**src/rtl/decompressor_pkg.sv**
```systemverilog
// Shared types and frame geometry for the decompressor back end.
// Used by rgb_frame_reader (optional Checksum port under RGB_READER_CHECKSUM_EN).
package decompressor_pkg;

  localparam int unsigned SRAM_AW        = 18;
  localparam int unsigned RGB_BASE       = 146944;
  localparam int unsigned IMG_W          = 320;
  localparam int unsigned IMG_H          = 240;
  localparam int unsigned RGB_RD_LATENCY = 2;
  localparam int unsigned RGB_FIFO_DEPTH = 8;

  typedef enum logic [1:0] {IDLE, FETCH, DRAIN, DONE} rgb_reader_state_t;

  typedef struct packed {
    logic [7:0] r;
    logic [7:0] g;
    logic [7:0] b;
  } rgb_pixel_t;

endpackage

```
**src/rtl/rgb_pixel_fifo.sv**
```systemverilog
// First-word-fall-through pixel FIFO; depth must be a power of two.
module rgb_pixel_fifo #(
  parameter int unsigned DEPTH = 8,
  parameter int unsigned WIDTH = 24
) (
  input  logic                    Clock,
  input  logic                    Resetn,
  input  logic                    push,
  input  logic [WIDTH-1:0]        push_data,
  input  logic                    pop,
  output logic [WIDTH-1:0]        pop_data,
  output logic [$clog2(DEPTH):0]  count,
  output logic                    full,
  output logic                    empty
);

  localparam int unsigned PW = $clog2(DEPTH);
  localparam int unsigned CW = PW + 1;

  logic [WIDTH-1:0] mem [DEPTH];
  logic [PW-1:0]    wr_ptr;
  logic [PW-1:0]    rd_ptr;
  logic             do_push_c;
  logic             do_pop_c;
  logic [CW-1:0]    count_next_c;

  // A push into a full FIFO is only taken when a pop frees the slot this cycle
  assign do_pop_c     = pop && !empty;
  assign do_push_c    = push && (!full || do_pop_c);
  assign count_next_c = count + CW'(do_push_c) - CW'(do_pop_c);
  assign pop_data     = mem[rd_ptr];

  always_ff @(posedge Clock) begin
    if (do_push_c) mem[wr_ptr] <= push_data;
  end

  always_ff @(posedge Clock or negedge Resetn) begin
    if (!Resetn) begin
      wr_ptr <= '0;
      rd_ptr <= '0;
      count  <= '0;
      full   <= 1'b0;
      empty  <= 1'b1;
    end else begin
      if (do_push_c) wr_ptr <= wr_ptr + PW'(1);
      if (do_pop_c)  rd_ptr <= rd_ptr + PW'(1);
      count <= count_next_c;
      full  <= (count_next_c == CW'(DEPTH));
      empty <= (count_next_c == '0);
    end
  end

endmodule

```
**src/rtl/rgb_frame_reader.sv**
```systemverilog
// Reads the packed RGB frame from SRAM and streams one {R,G,B} pixel per handshake.
// RGB_READER_CHECKSUM_EN adds a running R+G+B Checksum output.
module rgb_frame_reader
  import decompressor_pkg::*;
#(
  parameter int unsigned FRAME_BASE = RGB_BASE,
  parameter int unsigned FRAME_W    = IMG_W,
  parameter int unsigned FRAME_H    = IMG_H,
  parameter int unsigned RD_LATENCY = RGB_RD_LATENCY,
  parameter int unsigned FIFO_DEPTH = RGB_FIFO_DEPTH
) (
  input  logic        Clock,
  input  logic        Resetn,
  input  logic        Start,
  input  logic [15:0] SRAM_read_data,
  output logic [17:0] SRAM_address,
  output logic        SRAM_we_n,
  output logic [23:0] Pixel_data,
  output logic        Pixel_valid,
  input  logic        Pixel_ready,
  output logic        Pixel_sof,
  output logic        Pixel_eol,
  output logic        Busy,
  output logic        Done
`ifdef RGB_READER_CHECKSUM_EN
  ,
  output logic [15:0] Checksum
`endif
);

  localparam int unsigned AW     = SRAM_AW;
  localparam int unsigned NWORDS = FRAME_W * FRAME_H * 3 / 2;
  localparam int unsigned CW     = $clog2(FIFO_DEPTH) + 1;

  rgb_reader_state_t        state;
  logic [AW-1:0]            word_cnt;
  logic [1:0]               grp_ph;
  logic [CW-1:0]            reserved;
  logic [RD_LATENCY:0]      tag_vld;
  logic [RD_LATENCY:0][1:0] tag_ph;
  logic [7:0]               r0, g0, r1;
  logic [15:0]              x, y;

  logic [CW-1:0] fifo_count;
  logic          fifo_full, fifo_empty;
  rgb_pixel_t    push_pix_c, pop_pix;
  logic          push_c, pop_c;
  logic [CW-1:0] free_c;
  logic          issue_c, start_grp_c, last_word_c, last_pix_c;
  logic          ret_vld_c;
  logic [1:0]    ret_ph_c;

  // A group needs two free slots not already promised to words in flight
  assign free_c      = CW'(FIFO_DEPTH) - fifo_count - reserved;
  assign issue_c     = (state == FETCH) && ((grp_ph != 2'd0) || (free_c >= CW'(2)));
  assign start_grp_c = issue_c && (grp_ph == 2'd0);
  assign last_word_c = (word_cnt == AW'(NWORDS - 1));

  assign ret_vld_c  = tag_vld[RD_LATENCY];
  assign ret_ph_c   = tag_ph[RD_LATENCY];
  assign push_c     = ret_vld_c && (ret_ph_c != 2'd0);
  assign push_pix_c = (ret_ph_c == 2'd1)
                    ? rgb_pixel_t'({r0, g0, SRAM_read_data[15:8]})
                    : rgb_pixel_t'({r1, SRAM_read_data});

  assign pop_c      = Pixel_valid && Pixel_ready;
  assign last_pix_c = pop_c && (x == 16'(FRAME_W - 1)) && (y == 16'(FRAME_H - 1));

  assign SRAM_we_n   = 1'b1;
  assign Pixel_valid = !fifo_empty;
  assign Pixel_data  = pop_pix;
  assign Pixel_sof   = Pixel_valid && (x == 16'd0) && (y == 16'd0);
  assign Pixel_eol   = Pixel_valid && (x == 16'(FRAME_W - 1));

  rgb_pixel_fifo #(
    .DEPTH (FIFO_DEPTH),
    .WIDTH (24)
  ) u_fifo (
    .Clock     (Clock),
    .Resetn    (Resetn),
    .push      (push_c),
    .push_data (push_pix_c),
    .pop       (pop_c),
    .pop_data  (pop_pix),
    .count     (fifo_count),
    .full      (fifo_full),
    .empty     (fifo_empty)
  );

  // Frame control FSM
  always_ff @(posedge Clock or negedge Resetn) begin
    if (!Resetn) begin
      state <= IDLE;
      Busy  <= 1'b0;
      Done  <= 1'b0;
    end else begin
      Done <= 1'b0;
      unique case (state)
        IDLE:  if (Start) begin
                 state <= FETCH;
                 Busy  <= 1'b1;
               end
        FETCH: if (issue_c && last_word_c) state <= DRAIN;
        DRAIN: if (last_pix_c) begin
                 state <= DONE;
                 Busy  <= 1'b0;
                 Done  <= 1'b1;
               end
        DONE:  state <= IDLE;
        default: state <= IDLE;
      endcase
    end
  end

  // Address issue, credit accounting and return-phase tagging
  always_ff @(posedge Clock or negedge Resetn) begin
    if (!Resetn) begin
      SRAM_address <= '0;
      word_cnt     <= '0;
      grp_ph       <= '0;
      reserved     <= '0;
      tag_vld      <= '0;
      tag_ph       <= '0;
    end else begin
      if ((state == IDLE) && Start) begin
        word_cnt <= '0;
        grp_ph   <= '0;
      end
      if (issue_c) begin
        SRAM_address <= AW'(FRAME_BASE) + word_cnt;
        word_cnt     <= word_cnt + AW'(1);
        grp_ph       <= (grp_ph == 2'd2) ? 2'd0 : grp_ph + 2'd1;
      end
      reserved <= reserved + (start_grp_c ? CW'(2) : CW'(0)) - (push_c ? CW'(1) : CW'(0));
      tag_vld  <= {tag_vld[RD_LATENCY-1:0], issue_c};
      tag_ph   <= {tag_ph[RD_LATENCY-1:0], grp_ph};
    end
  end

  // Unpacker holding registers for the partial pixels of a group
  always_ff @(posedge Clock or negedge Resetn) begin
    if (!Resetn) begin
      r0 <= '0;
      g0 <= '0;
      r1 <= '0;
    end else if (ret_vld_c) begin
      if (ret_ph_c == 2'd0) begin
        r0 <= SRAM_read_data[15:8];
        g0 <= SRAM_read_data[7:0];
      end else if (ret_ph_c == 2'd1) begin
        r1 <= SRAM_read_data[7:0];
      end
    end
  end

  // Raster position of the pixel at the FIFO head
  always_ff @(posedge Clock or negedge Resetn) begin
    if (!Resetn) begin
      x <= '0;
      y <= '0;
    end else if ((state == IDLE) && Start) begin
      x <= '0;
      y <= '0;
    end else if (pop_c) begin
      if (x == 16'(FRAME_W - 1)) begin
        x <= '0;
        y <= (y == 16'(FRAME_H - 1)) ? 16'd0 : y + 16'd1;
      end else begin
        x <= x + 16'd1;
      end
    end
  end

`ifdef RGB_READER_CHECKSUM_EN
  always_ff @(posedge Clock or negedge Resetn) begin
    if (!Resetn) begin
      Checksum <= '0;
    end else if ((state == IDLE) && Start) begin
      Checksum <= '0;
    end else if (pop_c) begin
      Checksum <= Checksum + 16'(pop_pix.r) + 16'(pop_pix.g) + 16'(pop_pix.b);
    end
  end
`endif

  // Credits must make this unreachable
  a_no_overflow: assert property (@(posedge Clock) disable iff (!Resetn)
    !(push_c && fifo_full && !pop_c))
    else $error("rgb_frame_reader pixel fifo overflow");

endmodule

```
**config.mk**
```make
export PLATFORM = sky130hd
export DESIGN_NAME = rgb_frame_reader
export DESIGN_NICKNAME = d
export VERILOG_FILES = /design/src/rtl/decompressor_pkg.sv /design/src/rtl/rgb_pixel_fifo.sv /design/src/rtl/rgb_frame_reader.sv
export SDC_FILE = /design/constraint.sdc
export NUM_CORES = 1
export LEC_CHECK = 0
export ABC_AREA = 1
export BUFFER_PORTS_ARGS = -buffer_cell sky130_fd_sc_hd__clkbuf_2
export CAP_MARGIN = 20
export CORE_MARGIN = 10
export CORE_UTILIZATION = 40
export CTS_CLUSTER_DIAMETER = 80
export DETAILED_ROUTE_END_ITERATION = 8
export PLACE_DENSITY = 0.62
export RECOVER_POWER = 25
export SLEW_MARGIN = 20
export SYNTH_ARGS = -nofsm -noshare
export SYNTH_HDL_FRONTEND = slang
export SYNTH_SLANG_ARGS = --single-unit
```
**constraint.sdc**
```tcl
create_clock -name Clock -period 10.5 [get_ports Clock]
set_clock_uncertainty 0.1 [all_clocks]
set_input_delay 1.575 -clock Clock [delete_from_list [all_inputs] [get_ports Clock]]
set_output_delay 1.575 -clock Clock [all_outputs]
set_load 0.005 [all_outputs]
```
### Yosys cells after proc, flatten, opt, wreduce, memory -nomap -nowiden

Memories as Yosys holds them, arrays and structs flattened.
Cells that the tools add are included.

| cells by class | value |
|---|---|
| $add $sub $neg | 13 |
| multipliers | 0 |
| div/mod/pow operators | 0 |
| order comparisons | 1 |
| eq/ne operators | 12 |
| shifts and indexed selects | 0 |
| multiplexer cells | 26 |
| bitwise logic cells | 1 |
| reductions and logical operators | 34 |

Operator list:

| kind | number |
|---|---|
| 16-bit 2-to-1 mux | 7 |
| 18-bit 2-to-1 mux | 2 |
| 16-bit by 1-bit adder with 16-bit output (second input constant) | 2 |
| 16-bit logical NOT | 2 |
| 24-bit 2-to-1 mux | 1 |
| 18-bit by 1-bit adder with 18-bit output (second input constant) | 1 |
| 18-bit adder (first input constant) | 1 |
| 18-bit by 17-bit == test with 1-bit output (second input constant) | 1 |
| 16-bit by 8-bit == test with 1-bit output (second input constant) | 1 |
| 16-bit by 9-bit == test with 1-bit output (second input constant) | 1 |
| 2-bit 2-to-1 mux | 7 |
| 1-bit logical AND | 13 |
| 2-bit nonzero test | 6 |
| 3-bit AND reduction | 3 |
| 2-bit case mux with 4 select lines | 1 |
| 4-bit by 1-bit subtractor with 4-bit output | 2 |
| 1-bit 2-to-1 mux | 7 |
| 3-bit by 1-bit adder with 3-bit output (second input constant) | 2 |
| 2-bit == test (second input constant) | 3 |
| 2-bit logical NOT | 3 |
| 4-bit by 1-bit adder with 4-bit output | 1 |
| 4-bit by 2-bit adder with 4-bit output | 1 |
| 2-bit by 1-bit == test with 1-bit output (second input constant) | 2 |
| 4-bit == test (second input constant) | 1 |
| other kinds (12) | 16 |

| word-level totals | value |
|---|---|
| register bits after elaboration | 123 |
| bits in latches | 0 |
| RAM bits | 192 |
| memory bits (read-only) | 0 |
| bits of input ports | 20 |
| output and inout port bits | 48 |
| memories | 1 |

Memory list:

| memory | words | bits a word | read ports | clocked after Yosys merged registers in | write ports | line | text |
|---|---|---|---|---|---|---|---|
| u_fifo.mem | 8 | 24 | 1 | 0 | 1 | rgb_pixel_fifo.sv:20 | `logic [WIDTH-1:0] mem [DEPTH];` |

### Depth between registers and ports, before layout

| depth | value |
|---|---|
| word-level depth | 9 |
| depth in mapped cells | 21 |

### Modules after synthesis

From an unflattened synthesis, not the netlist that was laid out.

| second synthesis, totals | value |
|---|---|
| cells, all modules | 1652 |
| area total of the unflattened synthesis | 14836.7 µm² |

Modules (own cells, without submodules):

| module | times used | cells each | area an instance (µm²) |
|---|---|---|---|
| rgb_pixel_fifo | 1 | 887 | 8896.0 |
| rgb_frame_reader | 1 | 765 | 5940.7 |

### Worst setup path after synthesis

No wires, ideal clock.

| timing | value |
|---|---|
| path type | input to register |
| from | input Pixel_ready |
| to | memory u_fifo.mem[0][0], enable pin |
| library setup time | 0.405 ns |
| arrival time | 3.288 ns |
| path slack | 6.707 ns |
| cell stages on the path | 5 |
| cells stage by stage | nand2_2 > a21oi_2 > inv_1 > or2_1 > nor2_1 |

| between the ends | value |
|---|---|
| word-level cells in the longest chain between the ends | 6 |

RTL lines:

| element | line | text |
|---|---|---|
| from (decl) | rgb_frame_reader.sv:20 | `input logic Pixel_ready,` |
| 1-bit logical AND | rgb_frame_reader.sv:66 | `assign pop_c = Pixel_valid && Pixel_ready;` |
| 1-bit logical AND | rgb_pixel_fifo.sv:28 | `assign do_pop_c = pop && !empty;` |
| 1-bit logical OR | rgb_pixel_fifo.sv:29 | `assign do_push_c = push && (!full \|\| do_pop_c);` |
| 1-bit logical AND | rgb_pixel_fifo.sv:29 |  |
| net u_fifo.do_push_c | rgb_pixel_fifo.sv:23 | `logic do_push_c;` |
| 1-bit 2-to-1 mux | rgb_pixel_fifo.sv:34 | `if (do_push_c) mem[wr_ptr] <= push_data;` |
| 1-bit 2-to-1 mux (implied by the code) | rgb_pixel_fifo.sv:34 |  |
| to (decl) | rgb_pixel_fifo.sv:20 |  |

The timed path passes the listed nets, and every way through them passes these cells.

### Worst setup path in the final report

| timing | value |
|---|---|
| from | register u_fifo.rd_ptr[0] |
| to | output Pixel_data[13] |

| between the ends | value |
|---|---|
| word-level cells in the longest chain between the ends | 1 |

RTL lines:

| element | line | text |
|---|---|---|
| from (decl) | rgb_pixel_fifo.sv:22 | `logic [PW-1:0] rd_ptr;` |
| from (signal assigned) | rgb_pixel_fifo.sv:46 | `if (do_pop_c) rd_ptr <= rd_ptr + PW'(1);` |
| memory 8 x 24 bit | -- |  |
| to (decl) | rgb_frame_reader.sv:18 | `output logic [23:0] Pixel_data,` |

Every way passes these cells.

==> out/results.txt <==
The run finished, with violations left. The final reports fail on max-capacitance violations, max-slew violations. The worst path in the final design needs a cycle of 4.682 ns, including I/O delays and setup. The largest total area in the synthesized netlist belongs to sky130_fd_sc_hd__edfxtp_1. For the final routed database, the setup TNS stands at 0 ns. Counting every sink on the clock net gives 315. The endpoint identified for the worst register-to-register timing path is reserved[3]. Critical setup path kind: flip-flop to output pin.

The logs give 51670 um for the first-pass GRT wire length and 42920 um^2 for the die area. In this run the post-CTS setup repair buffer count came out at 0. Ranked by instance count, the synthesized netlist is headed by sky130_fd_sc_hd__nand2_1 (291), sky130_fd_sc_hd__nor2_1 (234), sky130_fd_sc_hd__edfxtp_1 (192). Clock tree synthesis inserted a total of 35 buffers. Ranked by total cell area, the synthesized netlist is headed by sky130_fd_sc_hd__edfxtp_1 (41%), sky130_fd_sc_hd__dfrtp_1 (22%), sky130_fd_sc_hd__nand2_1 (7.8%). The critical register-to-register path startpoint was u_fifo.count[1]. Counting every net in the synthesized netlist gives 1432. The count of nets left with antenna violations once routing finished came out at 0.

Kind of start point of the critical path: a flip-flop. Across the run, the number of max-cap violations was 2. The logs give 14010 um^2 for the netlist area before placement and 0 for the total count of hold-check failures in the final report. Of the post-synthesis cell area, the dominant cell type holds 41.14%. For this run, the number of Yosys warnings is 0. Fill cells in the final layout number 3232. Synthesis instantiated 45 different standard cells from the library. After detailed routing, the wire length on met1 is 14580 um. For this run, design rule violations remaining after detail routing come to 0. The required time reported for the critical path endpoint came out at 8.83 ns. The beginning of the worst hold path was tag_vld[1]. For the worst slew margin relative to its limit, the log shows -113.5%. Clock edge transition at the registers on the reported setup and hold paths: 0.06 ns.

Counting flops with a built-in enable in the synthesized netlist gives 192. For this run, asynchronously set or reset flops after synthesis account for 39.05%. After detailed routing, no signal wire sits above met4. In this run the register-to-register setup slack is 6.35 ns. The horizontal die dimension is 207.2 um. In this run the worst hold path is classified as flip-flop to flip-flop. In the post-synthesis netlist, the cell with the most instances is sky130_fd_sc_hd__nand2_1. The highest clock rate came out at 213.6 MHz. The post-route netlist has 10.28% of its cells at a drive strength greater than 1. Relative to the synthesized area, the layout overhead comes to 12.86%. The tools report the worst hold endpoint as tag_vld[2]. The run gives 0 as the total of hold buffers inserted after clock tree synthesis. Of the synthesized area, sequential elements account for 63.12%.

The placeable core region was 34540 um^2; the leakage power summed over all cells was 0.006377 uW. In this design, the largest share of critical-path delay is due to buffers and inverters. For the HPWL after detailed placement, the log shows 19860 um.

The routed design uses 15100 um of met2 wire. The logs give 14.47% for the global-route total usage across every layer and 99 for the largest net degree at the start of global routing. The wire length on met3 is 1513 um, and the max-slew violation total from the final report is 103. Together, buffers and inverters on the worst path number 4. Pin placement for this block handled 68 I/O pins. After detailed routing, the average wire length per cell comes to 16.50 um.

The via count of the first global-routing pass is 9723, and the post-synthesis cell count is 1386. The floorplan has 68 rows. Counting cells, the worst reg-to-reg path comes to 18. Across all layers, the routed design uses 9794 vias. The run gives 0 as the final-report setup violation count. The worst vdd rail ir drop is 0.0001794 V. Setup repair after global routing left no endpoint under its margin. For the total global routing overflow, the log shows 0. The routed via count divided by cell count was 5.090; the port buffer count was 66. The number of diodes added for antenna fixing was 0. The standard cell with the maximum stage delay on the critical path is sky130_fd_sc_hd__buf_4. The mean instance size in the synthesized netlist works out to 10.11 um^2. Walking the worst path, the cells encountered are buf_4, inv_2, buf_4, nor2_1, o32ai_1, nand2_1, nand2_1, clkbuf_2.

The iteration count of the initial detailed-routing pass was 4. The post-synthesis register bit count was 315. TritonCTS built the clock tree. At the pin with the least slew margin, the transition time is 3.203 ns. After clock tree synthesis, the repair step resized 0 gates. The stage delay of the slowest cell on the critical path came out at 0.81 ns. The cell sitting at the root of the clock tree is a sky130_fd_sc_hd__clkbuf_16.

Once the floorplan was initialized, standard cells occupied 40.57% of the core. The highest fanout seen on the critical path was 98. The logs give 2 for the number of levels in the clock H-tree and 628 for the number of DRC markers in iteration 0.

After the last flow step, the layout net total stands at 1489. The height of the chip was 207.2 um; the total length of routed wires was 31740 um. The tools report the type of element capturing the critical path as an output pin. The clock insertion delay at the later pin of the skew report came out at 0.51 ns. The most used flip-flop cell after synthesis is sky130_fd_sc_hd__edfxtp_1.

Data on the critical path arrives at its endpoint at 3.01 ns. The tools report the overall power of the completed layout as 4462 uW. The tools report the number of antenna violations at the first check in global routing as 0. At the end of routability-driven placement, the weighted congestion stood at 0.8390.

The clock passes through at most 3 buffers. The ratio of final minimum period to clock period is 44.59%. The power density over the cells is 282.1 nW/um^2. The number of cells on the worst hold path works out to 0.
cells in the final DEF (no fill, tap or decap), drive strengths merged, types with 18 or more instances in the layout:
master  instances
nand2         295
nor3           20
ha             23
inv           112
clkbuf        120
edfxtp        192
nor2          237
o21ai         140
xor2           25
nand3          39
nand4          20
a21oi          18
dfrtp         122
o32ai          48
routing by layer:
| layer | up-vias | global-route usage, % |
|---|---|---|
| met1 | 4748 | 18.85 |
| met3 | 47 | 2.542 |
| met4 | 0 | 4.089 |
| li1 | 4800 | - |
| met5 | - | 0 |
| met2 | 199 | 24.21 |
cell families (layout without fill, tap and decap cells):
| kind of cell | count (synthesis) | in the layout | share of synthesized area, % |
|---|---|---|---|
| simple gates | 620 | 620 | 17.90 |
| flops | 315 | 315 | 63.12 |
| compound gates | 222 | 222 | 9.580 |
| buf+inv | 173 | 256 | 5.080 |
| xor+xnor | 29 | 29 | 1.812 |
| fa+ha+maj | 26 | 26 | 2.482 |
| other cells | 1 | 1 | 0.02676 |
power by group:
part           internal, uW  switching [uW]  total (uW)
logic                   492            1040        1530
clock network           668             474        1140
registers              1650             136        1790
total                  2810            1650        4460
how the worst max path moves through the flow:
stage                     start          endpoint  slack [ns]  cells past startpoint
5_1_grt                  Resetn  u_fifo.rd_ptr[1]        5.40                      2
2_1_floorplan       Pixel_ready  u_fifo.mem[0][0]        6.71                      5
3_5_place_dp    u_fifo.count[1]       reserved[3]        6.28                     18
3_3_place_gp    u_fifo.count[1]       reserved[3]        6.37                     18
6_report       u_fifo.rd_ptr[0]    Pixel_data[13]        5.82                      8
4_1_cts        u_fifo.rd_ptr[0]    Pixel_data[13]        5.73                      8
sequential cells by signal, summed over array words and instances (netlist names):
register and cells:
ret_ph_c 2, word_cnt 18, u_fifo.full 1, Busy 1, g0 8, u_fifo.empty 1
SRAM_address 18, u_fifo.count 4, u_fifo.rd_ptr 3, r1 8, tag_vld 3, tag_ph 4
u_fifo.mem 192, y 16, x 16, reserved 4, grp_ph 2, state 2
u_fifo.wr_ptr 3, Done 1, r0 8
worst register-to-register path: stages, from the launching register on:
cell and delay (ns):
sky130_fd_sc_hd__dfrtp_1 0.40, sky130_fd_sc_hd__ha_1 0.27, sky130_fd_sc_hd__inv_1 0.06, sky130_fd_sc_hd__ha_1 0.13, sky130_fd_sc_hd__inv_1 0.04, sky130_fd_sc_hd__fa_1 0.47, sky130_fd_sc_hd__nand2_1 0.05, sky130_fd_sc_hd__nor2_1 0.12
sky130_fd_sc_hd__nand3_2 0.11, sky130_fd_sc_hd__nand2_2 0.57, sky130_fd_sc_hd__inv_1 0.38, sky130_fd_sc_hd__nand3_1 0.18, sky130_fd_sc_hd__ha_1 0.24, sky130_fd_sc_hd__inv_1 0.06, sky130_fd_sc_hd__ha_1 0.13, sky130_fd_sc_hd__inv_1 0.04
sky130_fd_sc_hd__fa_1 0.37, sky130_fd_sc_hd__xnor2_1 0.18, sky130_fd_sc_hd__xor2_1 0.15
per-stage QoR:
step	setup slack [ns]	hold WS (ns)	std cells	cell area, um^2	util (%)
global route	5.402	0.2584	1924	15820	45.78
global placement	6.375	0.2324	1861	14760	42.72
floorplan	6.707	0.2312	1386	14010	-
detailed placement	6.279	0.2347	1861	14760	42.72
finish	5.818	0.2482	1924	15820	45.78
CTS	5.725	0.2503	1924	15830	45.82
layout make-up:
cell class	count	area (um^2)	area share, %
timing repair buffer	80	430.4	2.722
multi-input combinational	898	4473	28.28
clock buffer	53	973.4	6.155
clock inverter	10	97.59	0.6171
tap	455	569.3	3.600
sequential	315	8847	55.94
inverter	113	424.2	2.682
(Power assumes the default switching activity.)
